## config.mk

```make
export PLATFORM = sky130hd
export DESIGN_NAME = dmem_port_arbiter_flat
export DESIGN_NICKNAME = d
export VERILOG_FILES = /design/src/rtl/dmem_port_arbiter_pkg.sv /design/src/rtl/dmem_port_arbiter_if.sv /design/src/rtl/dmem_port_arbiter.sv /design/src/flat_wrapper.sv
export SDC_FILE = /design/constraint.sdc
export NUM_CORES = 1
export LEC_CHECK = 0
export CORE_AREA = 2 2 232 234
export DETAILED_ROUTE_END_ITERATION = 7
export DIE_AREA = 0 0 234 236
export DONT_BUFFER_PORTS = 1
export SYNTH_ARGS = -nofsm -noshare
export SYNTH_HDL_FRONTEND = slang
export SYNTH_SLANG_ARGS = --single-unit
```

## constraint.sdc

```tcl
create_clock -name CLOCK -period 3.6 [get_ports CLOCK]
set_input_delay 0.36 -clock CLOCK [delete_from_list [all_inputs] [get_ports CLOCK]]
set_output_delay 0.36 -clock CLOCK [all_outputs]
set_load 0.05 [all_outputs]
```

## src/rtl/dmem_port_arbiter_pkg.sv

```systemverilog
// Shared types for the data-memory port arbiter: FSM state, default widths
// and the per-lane request record held across the serialised second access.
package legv8_mem_pkg;

    localparam int DEF_ADDR_W = 64;
    localparam int DEF_DATA_W = 64;

    typedef enum logic {
        IDLE   = 1'b0,
        SECOND = 1'b1
    } arb_state_e;

    typedef struct packed {
        logic                  we;
        logic [DEF_ADDR_W-1:0] addr;
        logic [DEF_DATA_W-1:0] wdata;
    } lane_req_t;

endpackage

```

## src/rtl/dmem_port_arbiter_if.sv

```systemverilog
// Bus between the arbiter and the single-ported Data_Memory (combinational read).
interface dmem_port_arbiter_if
    import legv8_mem_pkg::*;
#(
    parameter int ADDR_W = DEF_ADDR_W,
    parameter int DATA_W = DEF_DATA_W
);

    logic [ADDR_W-1:0] mem_address;
    logic [DATA_W-1:0] mem_data_in;
    logic              control_memwrite;
    logic              control_memread;
    logic [DATA_W-1:0] mem_data_out;

    modport master (
        output mem_address,
        output mem_data_in,
        output control_memwrite,
        output control_memread,
        input  mem_data_out
    );

    modport slave (
        input  mem_address,
        input  mem_data_in,
        input  control_memwrite,
        input  control_memread,
        output mem_data_out
    );

endinterface

```

## src/rtl/dmem_port_arbiter.sv

```systemverilog
// Serialises lane 0 / lane 1 accesses onto one Data_Memory port in program order,
// stalling one cycle on a dual request and returning registered load data.
module dmem_port_arbiter
    import legv8_mem_pkg::*;
#(
    parameter int ADDR_W = DEF_ADDR_W,
    parameter int DATA_W = DEF_DATA_W,
    parameter int CNT_W  = 16
) (
    input  logic                CLOCK,
    input  logic                RESET,
    input  logic                req_0,
    input  logic                req_1,
    input  logic                we_0,
    input  logic                we_1,
    input  logic [ADDR_W-1:0]   addr_0,
    input  logic [ADDR_W-1:0]   addr_1,
    input  logic [DATA_W-1:0]   wdata_0,
    input  logic [DATA_W-1:0]   wdata_1,
    input  logic                flush,
    output logic                stall,
    output logic                done_0,
    output logic                done_1,
    output logic [DATA_W-1:0]   rdata_0,
    output logic [DATA_W-1:0]   rdata_1,
    output logic [CNT_W-1:0]    conflict_count,
    dmem_port_arbiter_if.master mem
);

    arb_state_e        state_q, state_d;
    lane_req_t         hold_q, hold_d;
    logic              done_0_q, done_0_d;
    logic              done_1_q, done_1_d;
    logic [DATA_W-1:0] rdata_0_q, rdata_0_d;
    logic [DATA_W-1:0] rdata_1_q, rdata_1_d;
    logic [CNT_W-1:0]  cnt_q, cnt_d;

    logic              req_1_eff;
    logic [ADDR_W-1:0] mem_addr;
    logic [DATA_W-1:0] mem_wdata;
    logic              mem_rd;
    logic              mem_wr;

    function automatic logic [CNT_W-1:0] sat_inc(input logic [CNT_W-1:0] v);
        return (&v) ? v : v + 1'b1;
    endfunction

    // A flush kills the younger lane before it can cause a conflict.
    assign req_1_eff = req_1 & ~flush;

    always_comb begin
        state_d   = state_q;
        hold_d    = hold_q;
        cnt_d     = cnt_q;
        done_0_d  = 1'b0;
        done_1_d  = 1'b0;
        rdata_0_d = rdata_0_q;
        rdata_1_d = rdata_1_q;
        stall     = 1'b0;
        mem_addr  = '0;
        mem_wdata = '0;
        mem_rd    = 1'b0;
        mem_wr    = 1'b0;

        case (state_q)
            IDLE: begin
                if (req_0) begin
                    mem_addr  = addr_0;
                    mem_wdata = wdata_0;
                    mem_wr    = we_0;
                    mem_rd    = ~we_0;
                    done_0_d  = 1'b1;
                    if (!we_0) rdata_0_d = mem.mem_data_out;
                    if (req_1_eff) begin
                        stall        = 1'b1;
                        hold_d.we    = we_1;
                        hold_d.addr  = DEF_ADDR_W'(addr_1);
                        hold_d.wdata = DEF_DATA_W'(wdata_1);
                        state_d      = SECOND;
                        cnt_d        = sat_inc(cnt_q);
                    end
                end else if (req_1_eff) begin
                    mem_addr  = addr_1;
                    mem_wdata = wdata_1;
                    mem_wr    = we_1;
                    mem_rd    = ~we_1;
                    done_1_d  = 1'b1;
                    if (!we_1) rdata_1_d = mem.mem_data_out;
                end
            end
            SECOND: begin
                // Live lane inputs are ignored; only the held lane 1 access runs.
                state_d = IDLE;
                if (!flush) begin
                    mem_addr  = ADDR_W'(hold_q.addr);
                    mem_wdata = DATA_W'(hold_q.wdata);
                    mem_wr    = hold_q.we;
                    mem_rd    = ~hold_q.we;
                    done_1_d  = 1'b1;
                    if (!hold_q.we) rdata_1_d = mem.mem_data_out;
                end
            end
            default: state_d = IDLE;
        endcase

        // Reset also discards a pending SECOND access before it can write.
        if (!RESET) begin
            stall     = 1'b0;
            mem_addr  = '0;
            mem_wdata = '0;
            mem_rd    = 1'b0;
            mem_wr    = 1'b0;
        end
    end

    always_ff @(posedge CLOCK) begin
        if (!RESET) begin
            state_q   <= IDLE;
            hold_q    <= '0;
            done_0_q  <= 1'b0;
            done_1_q  <= 1'b0;
            rdata_0_q <= '0;
            rdata_1_q <= '0;
            cnt_q     <= '0;
        end else begin
            state_q   <= state_d;
            hold_q    <= hold_d;
            done_0_q  <= done_0_d;
            done_1_q  <= done_1_d;
            rdata_0_q <= rdata_0_d;
            rdata_1_q <= rdata_1_d;
            cnt_q     <= cnt_d;
        end
    end

    assign mem.mem_address      = mem_addr;
    assign mem.mem_data_in      = mem_wdata;
    assign mem.control_memread  = mem_rd;
    assign mem.control_memwrite = mem_wr;

    assign done_0         = done_0_q;
    assign done_1         = done_1_q;
    assign rdata_0        = rdata_0_q;
    assign rdata_1        = rdata_1_q;
    assign conflict_count = cnt_q;

endmodule

```

## src/flat_wrapper.sv

```systemverilog
// flat-port wrapper written by rule: the top's interface ports become plain ports
module dmem_port_arbiter_flat import legv8_mem_pkg::*;
#(
    parameter int ADDR_W = DEF_ADDR_W,
    parameter int DATA_W = DEF_DATA_W,
    parameter int CNT_W  = 16
)
  (CLOCK, RESET, req_0, req_1, we_0, we_1, addr_0, addr_1, wdata_0, wdata_1, flush, stall, done_0, done_1, rdata_0, rdata_1, conflict_count, mem_mem_address, mem_mem_data_in, mem_control_memwrite, mem_control_memread, mem_mem_data_out);
  dmem_port_arbiter_if #(.ADDR_W(ADDR_W), .DATA_W(DATA_W)) mem_i ();
  input  logic CLOCK;
  input  logic RESET;
  input  logic req_0;
  input  logic req_1;
  input  logic we_0;
  input  logic we_1;
  input  logic [ADDR_W-1:0] addr_0;
  input  logic [ADDR_W-1:0] addr_1;
  input  logic [DATA_W-1:0] wdata_0;
  input  logic [DATA_W-1:0] wdata_1;
  input  logic flush;
  output logic stall;
  output logic done_0;
  output logic done_1;
  output logic [DATA_W-1:0] rdata_0;
  output logic [DATA_W-1:0] rdata_1;
  output logic [CNT_W-1:0] conflict_count;
  output wire logic [$bits(mem_i.mem_address)-1:0] mem_mem_address;
  output wire logic [$bits(mem_i.mem_data_in)-1:0] mem_mem_data_in;
  output wire logic [$bits(mem_i.control_memwrite)-1:0] mem_control_memwrite;
  output wire logic [$bits(mem_i.control_memread)-1:0] mem_control_memread;
  input wire logic [$bits(mem_i.mem_data_out)-1:0] mem_mem_data_out;
  assign mem_mem_address = mem_i.mem_address;
  assign mem_mem_data_in = mem_i.mem_data_in;
  assign mem_control_memwrite = mem_i.control_memwrite;
  assign mem_control_memread = mem_i.control_memread;
  assign mem_i.mem_data_out = mem_mem_data_out;
  dmem_port_arbiter #(.ADDR_W(ADDR_W), .DATA_W(DATA_W), .CNT_W(CNT_W)) u_core (.CLOCK(CLOCK), .RESET(RESET), .req_0(req_0), .req_1(req_1), .we_0(we_0), .we_1(we_1), .addr_0(addr_0), .addr_1(addr_1), .wdata_0(wdata_0), .wdata_1(wdata_1), .flush(flush), .stall(stall), .done_0(done_0), .done_1(done_1), .rdata_0(rdata_0), .rdata_1(rdata_1), .conflict_count(conflict_count), .mem(mem_i));
endmodule
```

=== Yosys cells after proc, flatten, opt, wreduce, memory -nomap -nowiden ===
Index checks and enable logic that the tools add are counted.
Widths: inputs -> output; s select.

* Equal/unequal tests: 5
* Muxes and demuxes: 35
* Add/subtract/negate cells: 1
* Bitwise operators: 8
* Reduce and logical (&&, ||, !) cells: 6

{| class="wikitable"
|+ Operator list
! kind !! count
|-
| $mux 64 || 13
|-
| $pmux 64 s2 || 3
|-
| $add 16x1->16 const B || 1
|-
| $reduce_and 16->1 || 1
|-
| $mux 1 || 15
|-
| $ne 2x2->1 const B || 4
|-
| $pmux 1 s2 || 4
|-
| $not 1->1 || 7
|-
| $reduce_and 3->1 || 2
|-
| $reduce_and 5->1 || 1
|-
| $reduce_and 4->1 || 1
|-
| $ne 2x1->1 const B || 1
|-
| $reduce_or 2->1 || 1
|-
| $and 1x1->1 || 1
|}

* Logic and storage cells: 64
* Output and inout bits: 277
* Register bits after elaboration: 276
* Input port bits: 327

=== Depth between registers and ports, before layout ===
* Depth in word-level cells: 6
* Mapped depth: 7
* Gate-level depth less buffers: 5

=== Worst setup path after synthesis ===
No wires, ideal clock.

* Path type: input-to-output
* Start: in RESET
* End: out stall
* Cell stages on the path: 4
* Buffers on the path: 2
* Slack: 0.845 ns
* Data arrival time: 2.395 ns
* Required time: 3.240 ns
* Path through: clkbuf_1 -> inv_2 -> clkbuf_1 -> nor4_1

* Cells in the longest elaborated chain, start to end: 1

{| class="wikitable"
|+ RTL lines
! element !! line !! RTL
|-
| start: declaration || flat_wrapper.sv:11 || <nowiki>input logic RESET;</nowiki>
|-
| $mux 1 || dmem_port_arbiter.sv:107 || <nowiki>if (!RESET) begin</nowiki>
|-
| end: declaration || flat_wrapper.sv:21 || <nowiki>output logic stall;</nowiki>
|}

Every way passes these cells.

=== Worst setup path after layout ===
* Start: reg u_core.state_q
* End: out mem_mem_address[30]

* Cells in the longest elaborated chain, start to end: 3

{| class="wikitable"
|+ RTL lines
! element !! line !! RTL
|-
| start: declaration || dmem_port_arbiter.sv:30 || <nowiki>arb_state_e state_q, state_d;</nowiki>
|-
| start signal: assignment || dmem_port_arbiter.sv:126 || <nowiki>state_q <= state_d;</nowiki>
|-
| $not 1->1 (no line) || n/a ||
|-
| $pmux 64 s2 (*) || dmem_port_arbiter.sv:65 || <nowiki>case (state_q)</nowiki>
|-
| $mux 64 (*) || dmem_port_arbiter.sv:107 ||
|-
| end: declaration || flat_wrapper.sv:27 || <nowiki>output wire logic [$bits(mem_i.mem_address)-1:0] mem_mem_address;</nowiki>
|}

Mark *: on every way between the ends. The rest lies on a longest branch, timed or not.

==> key figures <==
Routing
  – DR pass1 iterations: 8
  – WL/cell: 18.5 µm
  – Vias per inst: 5.17
  – Iteration-0 DRC Markers: 1649
  – Final WL: 46.6 mm
  – DR DRC count: 33
  – Vias: 13000
  – Post-route antenna net violation count: 0

Die
  – Core area: 0.0531 mm²
  – Die ar.: 0.0552 mm²
  – I/O Pins: 604
  – Initial Util: 0.223
  – Site row count: 85
  – Die X-Extent: 234 µm
  – Chip height: 236 µm

Global route
  – Antenna violations before repair: 3
  – Overall Global Routing Usage: 0.152
  – Vias in the first global route: 12000
  – Gr ovfl total: 0
  – Grt peak-use layer: met2
  – Global-route wire length before repair: 67.4 mm
  – Largest net degree at the start of global routing: 131
  – Met2 GRT Util: 0.263
  – M3 GR Usage: 0.0404
  – Met1 usage: 0.175

STA
  – Peak Freq: 313 MHz
  – Worst Max-Slew Pin Slew: 974 ps
  – Tmin final: 3190 ps
  – Max transition margin: 0.351
  – Min Hold Slack: 114 ps
  – Worst clock skew: 24.1 ps
  – RSZ-0062 raised after global routing: false
  – Hold Violations, Final: 0
  – Setup TNS: 0 ps
  – Part of the cycle the worst path needs: 0.887
  – Setup violators final: 0
  – Slew Limit Fails: 0

Setup path
  – Kind of critical path: reg -> out
  – Crit path required time: 3240 ps
  – FF-to-FF path depth: 5
  – Crit. End Element: primary output
  – R2r setup slk: 950 ps
  – Worst Setup Start Kind: register
  – Crit-path max FO: 91
  – Reg-to-reg critical path endpoint: u_core.rdata_1[50]
  – RR Startpoint: u_core.state_q
  – CP Data Arrival Time: 2830 ps

Clock network
  – CTS max path bufs: 3
  – Clock transition at path regs: 60 ps
  – Post-CTS Hold Buffers: 196
  – Setup repair bufs after CTS: 0
  – CTS Buf Count: 31
  – CTS tree: yes
  – Post-CTS Resized: 0
  – H-tree levels: 1
  – Clock sink count: 276
  – Worst-Skew Late Latency: 580 ps
  – Clk root buf: clkbuf_16

Run status
  – Status: complete, but fails checks
  – Failing checks: design-rule violations

Place
  – Post-DP HPWL: 30.4 mm
  – Routability cong.: 0.896
  – PortBufs: 0
  – Instance area at placement: 0.0134 mm²

Hold path
  – Hold EP: u_core.state_q
  – Hold Crit Depth: 2
  – HP Start: req_1
  – Min-Delay Path Class: in -> reg

Synthesis
  – Ys Warns: 0
  – Synth unique cells: 39
  – Syn nets: 1881
  – Mapped cell area: 0.0118 mm²
  – Seq/Total Area, Yosys: 0.468
  – Post-synthesis cell count: 1553
  – Syn avg cell area: 7.60 µm²
  – #FFs+latches synth: 276

Finish
  – Nets: 2123
  – Post-route design area: 0.0164 mm²
  – Commonest non-fill, non-tap cell in the layout: nand2_1
  – Area growth, synth to finish: 38.6%
  – Share of layout cells above drive strength 1: 0.123
  – Commonest cells after routing, fill and taps aside: nand2_1, dfxtp_1, a21oi_1

Pwr
  – Cell Pwr Density: 472 mW/mm²
  – P_leak: 0.00578 µW
  – Maximum vdd ir drop: 0.000329 V

Job
  – Max Cap Violations: 0
final cells by class:
cell class                      count  area (µm²)
Antenna cell                        3        7.51
Clock buffer                       45         908
Timing Repair Buffer              358        3260
Clock inverter                      9         105
Fill cell                        5531       36700
Sequential cell                   276        5530
Multi-Input combinational cell   1124        5660
Inverter                            4        22.5
Tap cell                          696         871
synth_stat cells, drive strengths merged:
library cell,number,area share
buf,73,0.031
dfxtp,276,0.47
nor2,130,0.041
and2,1,0.00053
nor3,6,0.0030
o21a,1,0.00064
a21oi,272,0.12
o21ai,3,0.0013
nand2,524,0.17
nand3b,1,0.00064
nand2b,6,0.0038
and3,4,0.0021
ha,1,0.0011
or3,2,0.0011
nor2b,2,0.0011
and2b,1,0.00074
a222oi,129,0.11
nor4b,1,0.00074
and4,1,0.00074
inv,4,0.0013
o21ba,1,0.00085
o21bai,1,0.00064
or4,9,0.0057
mux2i,3,0.0025
nor4,6,0.0032
and4bb,2,0.0024
nand4,4,0.0021
o31ai,9,0.0057
nand3,2,0.00085
o211ai,1,0.00064
clkbuf,76,0.024
o31a,1,0.00074
cells by family (layout without fill, tap and decap cells):
group,after synthesis,count (layout),share of synthesized area
adders and majority gates,1,1,0.00106
other,0,3,0
buffers and inverters,153,416,0.0568
DFF,276,276,0.468
and+or+nand+nor,702,702,0.237
muxes,3,3,0.00254
AOI/OAI and AO/OA,418,418,0.235
through the flow:
step | worst slack [ps] | total power [µW] | utilization | std cells
2_1_floorplan | 845 | 4150 | - | 1553
3_3_place_gp | 1160 | 4400 | 0.252 | 2262
3_5_place_dp | 963 | 4410 | 0.252 | 2262
4_1_cts | 471 | 7820 | 0.308 | 2512
5_1_grt | 282 | 8000 | 0.308 | 2514
6_report | 407 | 7720 | 0.308 | 2515
metal layers:
layer	routed length (µm)	share of wire	vias to the layer above
met3	4490	0.096	146
met4	1910	0.041	0
met1	17600	0.38	6188
li1	-	-	5938
met5	0	0	-
met2	22600	0.49	740
worst max-delay path by stage:
| stage | from | cells past startpoint | to |
|---|---|---|---|
| floorplan | RESET | 4 | stall |
| global placement | u_core.state_q | 5 | u_core.rdata_1[58] |
| detailed placement | u_core.state_q | 5 | u_core.rdata_1[59] |
| CTS | u_core.state_q | 6 | mem_mem_address[30] |
| global route | u_core.state_q | 6 | mem_mem_address[30] |
| finish | u_core.state_q | 6 | mem_mem_address[30] |
worst max-delay path: stages (launching register included):
cell and delay (ps):
dfxtp_1 630, nor2b_4 260, buf_12 350, buf_4 380, a222oi_1 120, nor2_1 180
buf_4 230
flip-flops by register name, indices dropped and copies added, names as in the netlist:
| signal | count |
|---|---|
| u_core.state_q | 1 |
| u_core.done_0 | 1 |
| u_core.rdata_1 | 64 |
| u_core.rdata_0 | 64 |
| u_core.hold_q | 129 |
| u_core.done_1 | 1 |
| u_core.conflict_count | 16 |
report_power, final:
part           switching, µW  internal, µW
Sequential               270          3160
Clock                   1290          1880
Combinational            704           423
(Power assumes the default switching activity.)
